--- src/rtl/trace_trigger_ctrl.sv ---
// NoC trace trigger controller: fills a ring buffer with pre-trigger history, captures
// the trigger flit plus a programmable number of post-trigger flits, then parks in DONE.
module trace_trigger_ctrl #(
  parameter int Fpay = 32,
  parameter int AW   = 9,
  parameter int CW   = 9
) (
  input  logic            clk,
  input  logic            reset,
  input  logic [Fpay-1:0] flit_in,
  input  logic            flit_valid,
  input  logic            arm,
  input  logic            stop,
  input  logic [Fpay-1:0] match_val,
  input  logic [Fpay-1:0] match_mask,
  input  logic [CW-1:0]   post_len,
  output logic [Fpay-1:0] trace,
  output logic            trigger,
  output logic [AW-1:0]   trig_addr,
  output logic [1:0]      state,
  output logic            done
);

  typedef enum logic [1:0] {
    IDLE = 2'd0,
    PRE  = 2'd1,
    POST = 2'd2,
    DONE = 2'd3
  } state_e;

  localparam logic [CW-1:0] PCNT_ONE = CW'(1);
  localparam logic [AW-1:0] WCNT_ONE = AW'(1);

  state_e          state_q, state_d;
  logic [Fpay-1:0] trace_q;
  logic            trigger_q, trigger_d;
  logic [AW-1:0]   trig_addr_q;
  logic [AW-1:0]   wcnt_q;
  logic [CW-1:0]   pcnt_q, pcnt_d;
  logic            hit;
  logic            trig_load;

  assign hit = flit_valid & ((flit_in & match_mask) == (match_val & match_mask));

  always_comb begin
    state_d   = state_q;
    pcnt_d    = pcnt_q;
    trigger_d = 1'b0;
    trig_load = 1'b0;
    case (state_q)
      IDLE: if (arm) state_d = PRE;
      PRE: begin
        if (flit_valid) begin
          trigger_d = 1'b1;
          if (hit) begin
            trig_load = 1'b1;
            pcnt_d    = post_len;
            state_d   = (post_len == '0) ? DONE : POST;
          end
        end
      end
      POST: begin
        if (flit_valid) begin
          trigger_d = 1'b1;
          pcnt_d    = pcnt_q - PCNT_ONE;
          if (pcnt_q == PCNT_ONE) state_d = DONE;
        end
      end
      DONE: if (arm) state_d = PRE;
      default: state_d = IDLE;
    endcase
    // stop wins over arm and hit, and also kills the write in this cycle
    if (stop) begin
      state_d   = IDLE;
      pcnt_d    = pcnt_q;
      trigger_d = 1'b0;
      trig_load = 1'b0;
    end
  end

  always_ff @(posedge clk) begin
    if (reset) begin
      state_q     <= IDLE;
      trace_q     <= '0;
      trigger_q   <= 1'b0;
      trig_addr_q <= '0;
      wcnt_q      <= '0;
      pcnt_q      <= '0;
    end else begin
      state_q   <= state_d;
      pcnt_q    <= pcnt_d;
      trigger_q <= trigger_d;
      if (trigger_d) begin
        trace_q <= flit_in;
        wcnt_q  <= wcnt_q + WCNT_ONE;
      end
      // write pointer value before increment is the buffer slot the trigger flit lands in
      if (trig_load) trig_addr_q <= wcnt_q;
    end
  end

  assign trace     = trace_q;
  assign trigger   = trigger_q;
  assign trig_addr = trig_addr_q;
  assign state     = state_q;
  assign done      = (state_q == DONE);

endmodule
--- config.mk ---
export PLATFORM = sky130hd
export DESIGN_NAME = trace_trigger_ctrl
export DESIGN_NICKNAME = d
export VERILOG_FILES = /design/src/rtl/trace_trigger_ctrl.sv
export SDC_FILE = /design/constraint.sdc
export NUM_CORES = 1
export LEC_CHECK = 0
export CAP_MARGIN = 10
export CORE_MARGIN = 2
export CORE_UTILIZATION = 42
export DETAILED_ROUTE_END_ITERATION = 12
export PLACE_DENSITY_LB_ADDON = 0.05
export SETUP_SLACK_MARGIN = 0.2
export SLEW_MARGIN = 0
export SYNTH_ARGS = -nofsm -noshare
export SYNTH_HDL_FRONTEND = slang
export SYNTH_SLANG_ARGS = --single-unit
--- constraint.sdc ---
create_clock -name clk -period 2.85 [get_ports clk]
set_clock_uncertainty 0.05 [all_clocks]
set_input_delay 0.855 -clock clk [delete_from_list [all_inputs] [get_ports clk]]
set_output_delay 0.855 -clock clk [all_outputs]
set_load 0.02 [all_outputs]
==> impl_metrics.toml <==
[detailed_routing]
via_count = 3544
first_pass_iters = 4
drtAntennaViolNets = 0
drtIter0Drc = 121
drc = 0
vias_per_cell = 5.204
wl_per_cell_um = 15.40
wl_mm = 10.49

[synthesis]
synth_commonest_cells = "nand2_1, dfxtp_1, a21oi_1"
yosysWarnings = 0
synth_cells = 390
synth_ff_type = "dfxtp_1"
synth.area.top_cells = "dfxtp_1, xor2_1, nand2_1, a21oi_1, a22oi_2"
ys_ff_latch = 62
synth.most_common_cell = "nand2_1"
synth-edff-count = 0
yosys.cell_types.count = 57
yosys.area.top_type = "dfxtp_1"
syn_area_per_cell_sq_um = 8.678
synth_top_area_share = 0.3667
async_flop_share = 0
syn_nets = 506
syn_area_sq_um = 3384
ys_seq_area_frac = 0.3667

[power_and_ir_drop]
p_comb_frac = 0.265
p_int_mw = 1.730
irDropWorstVdd_mv = 0.2607
p_total_mw = 2.439
switchingPower_uw = 709.2
seq_power_share = 0.376
power_density_nw_per_um2 = 437.5
clkPwrFrac = 0.359
p_leak_nw = 2.056
swShare = 0.2908

[sta]
tightestPinTransition_ns = 0.9777
fin_crit_ns = 2.626
hold_viol_final = 0
setup_violations = 0
relSlewSlack = 0.3482
tns_ns = 0
fmax_mhz = 380.8
drv_slew = 0
setup_ws_ns = 0.2241
rsz0062_at_grt = "yes"
period_share = 0.9214

[setup_path]
reg2reg_depth = 7
cp_max_fo = 6
worstPathArrival_ns = 2.80
crit_path_start_kind = "input pin"
r2r-start = "state[0]"
r2r_end = "trace[13]"
cp-end-kind = "register"
r2r_slack_ns = 0.60
required_ns = 3.02
worstSetupStartpoint = "flit_in[18]"
crit_path_end = "trig_addr[8]"
crit_type = "in2reg"

[floorplan]
io-pin-count = 155
die_y_um = 93.77
die_w_um = 93.77
initial_core_util = 0.4357
core_sq_um = 7767
rows = 32
dieArea_sq_um = 8793

[layout]
area_delta_synth_final_pct = 64.70
diodes = 0
drive_gt1_frac = 0.1779
fin_util = 0.7176
fin_nets = 690
fillCellCount = 629

[clock_network]
clkLatencyLatePin_ns = 0.35
cts_made_buffers = 9
cts_tree = "done"
clock_sinks = 62
clock_path_buffers = 2
htree_levels = 3
root_buffer = "clkbuf_8"
path_clk_slew_ns = 0.07

[grt]
grt_pass1_wl_mm = 16.24
grt_pass1_vias = 3415
grtUsageTotal = 0.2375
overflow = 0
grt_antenna_before_repair = 0
grt_max_degree = 35

[flow_run]
drv_cap = 0

[place]
io_buffers = 154
pre_cts_slack_ns = -0.2072
dp_hpwl_mm = 7.916
gp_congestion = 0.8861

[outcome]
status = "finished, final reports clean"

[min_path]
hold_class = "reg2reg"
-- how the worst min path moves through the flow --
stage               startpoint   endpoint  slack (ns)  depth (start not counted)
floorplan            pcnt_q[8]  pcnt_q[8]        0.39                          2
global placement      trace[1]   trace[1]        0.39                          2
detailed placement   trace[11]  trace[11]        0.40                          2
CTS                  trace[11]  trace[11]        0.41                          2
global route         trace[11]  trace[11]        0.42                          2
finish               trace[11]  trace[11]        0.40                          2
-- metal layers --
metal	routed length, um	GRT usage	up-vias
li1	-	-	1751
met1	4214	0.2779	1628
met2	5218	0.4119	141
met3	707	0.05136	24
met4	348	0.1111	0
met5	0	0	-
-- area by class of cell --
cell class	count	area, sq um	area share
tap	102	127.6	0.02290
clock inverter	7	98.84	0.01773
sequential	62	1241	0.2227
clock buffer	9	123.9	0.02222
timing repair buffer	192	1868	0.3351
inverter	9	33.78	0.006061
multi-input combinational	300	2081	0.3733
-- power groups by stage --
stage               Combinational [mW]  Clock [mW]  Sequential (mW)
floorplan                        0.286           0            0.958
global placement                 0.611           0            0.936
global route                     0.695       0.922            0.922
detailed placement               0.619           0            0.937
CTS                              0.625       0.887            0.918
finish                           0.646       0.875            0.918
-- critical path, stage by stage --
cell             delay, ns
clkdlybuf4s50_1       0.44
xor2_1                0.19
a22oi_2               0.29
nand4_4               0.20
or4_4                 0.60
o21ai_2               0.15
a21oi_1               0.07
-- per-stage QoR --
| step | instance area, sq um | cells | hold WS, ns |
|---|---|---|---|
| floorplan | 3385 | 390 | 0.3851 |
| global placement | 5229 | 661 | 0.3922 |
| detailed placement | 5229 | 661 | 0.3958 |
| CTS | 5464 | 677 | 0.4053 |
| global route | 5574 | 681 | 0.4212 |
| finish | 5574 | 681 | 0.4032 |
-- kinds of logic after synthesis --
logic type                 synth area share
AOI/OAI and AO/OA                    0.2292
muxes                               0.02070
and+or+nand+nor                      0.2248
adders and majority gates           0.02218
xor gates and xnor gates            0.09834
DFF                                  0.3667
buffers and inverters               0.03807
-- flip-flops by register name, summed over array words and instances (netlist names) --
| name | flops |
|---|---|
| trace | 32 |
| trig_addr | 9 |
| state | 2 |
| pcnt_q | 9 |
| wcnt_q | 9 |
| trigger | 1 |
-- placed cells by master, fill, tap and decap left out, drive strengths merged, types with 2 or more instances in the layout --
master and instances:
a22oi 15, clkdlybuf4s50 144, nand4 7, clkinv 5, and2 2, o21ai 12, nor2 13, mux2i 7
nor4b 3, clkbuf 9, nor2b 3, dfxtp 62, o31a 2, a31oi 5, and3 3, inv 8
dlymetal6s2s 9, buf 39, nand3b 2, bufinv 2, o32ai 7, a21oi 49, or2 2, ha 6
or4 2, a2111oi 4, nand2 85, nand3 13, nor3 2, or3 4, nor4 5, xor2 37
-- what timing repair did --
item,CTS,global route
gates cloned,0,1
pin swaps,1,10
hold buffers,0,0
endpoints found under the setup margin,4,19
gates resized for setup,2,20
setup buffers,0,3
Power figures use the tool's default switching activity.
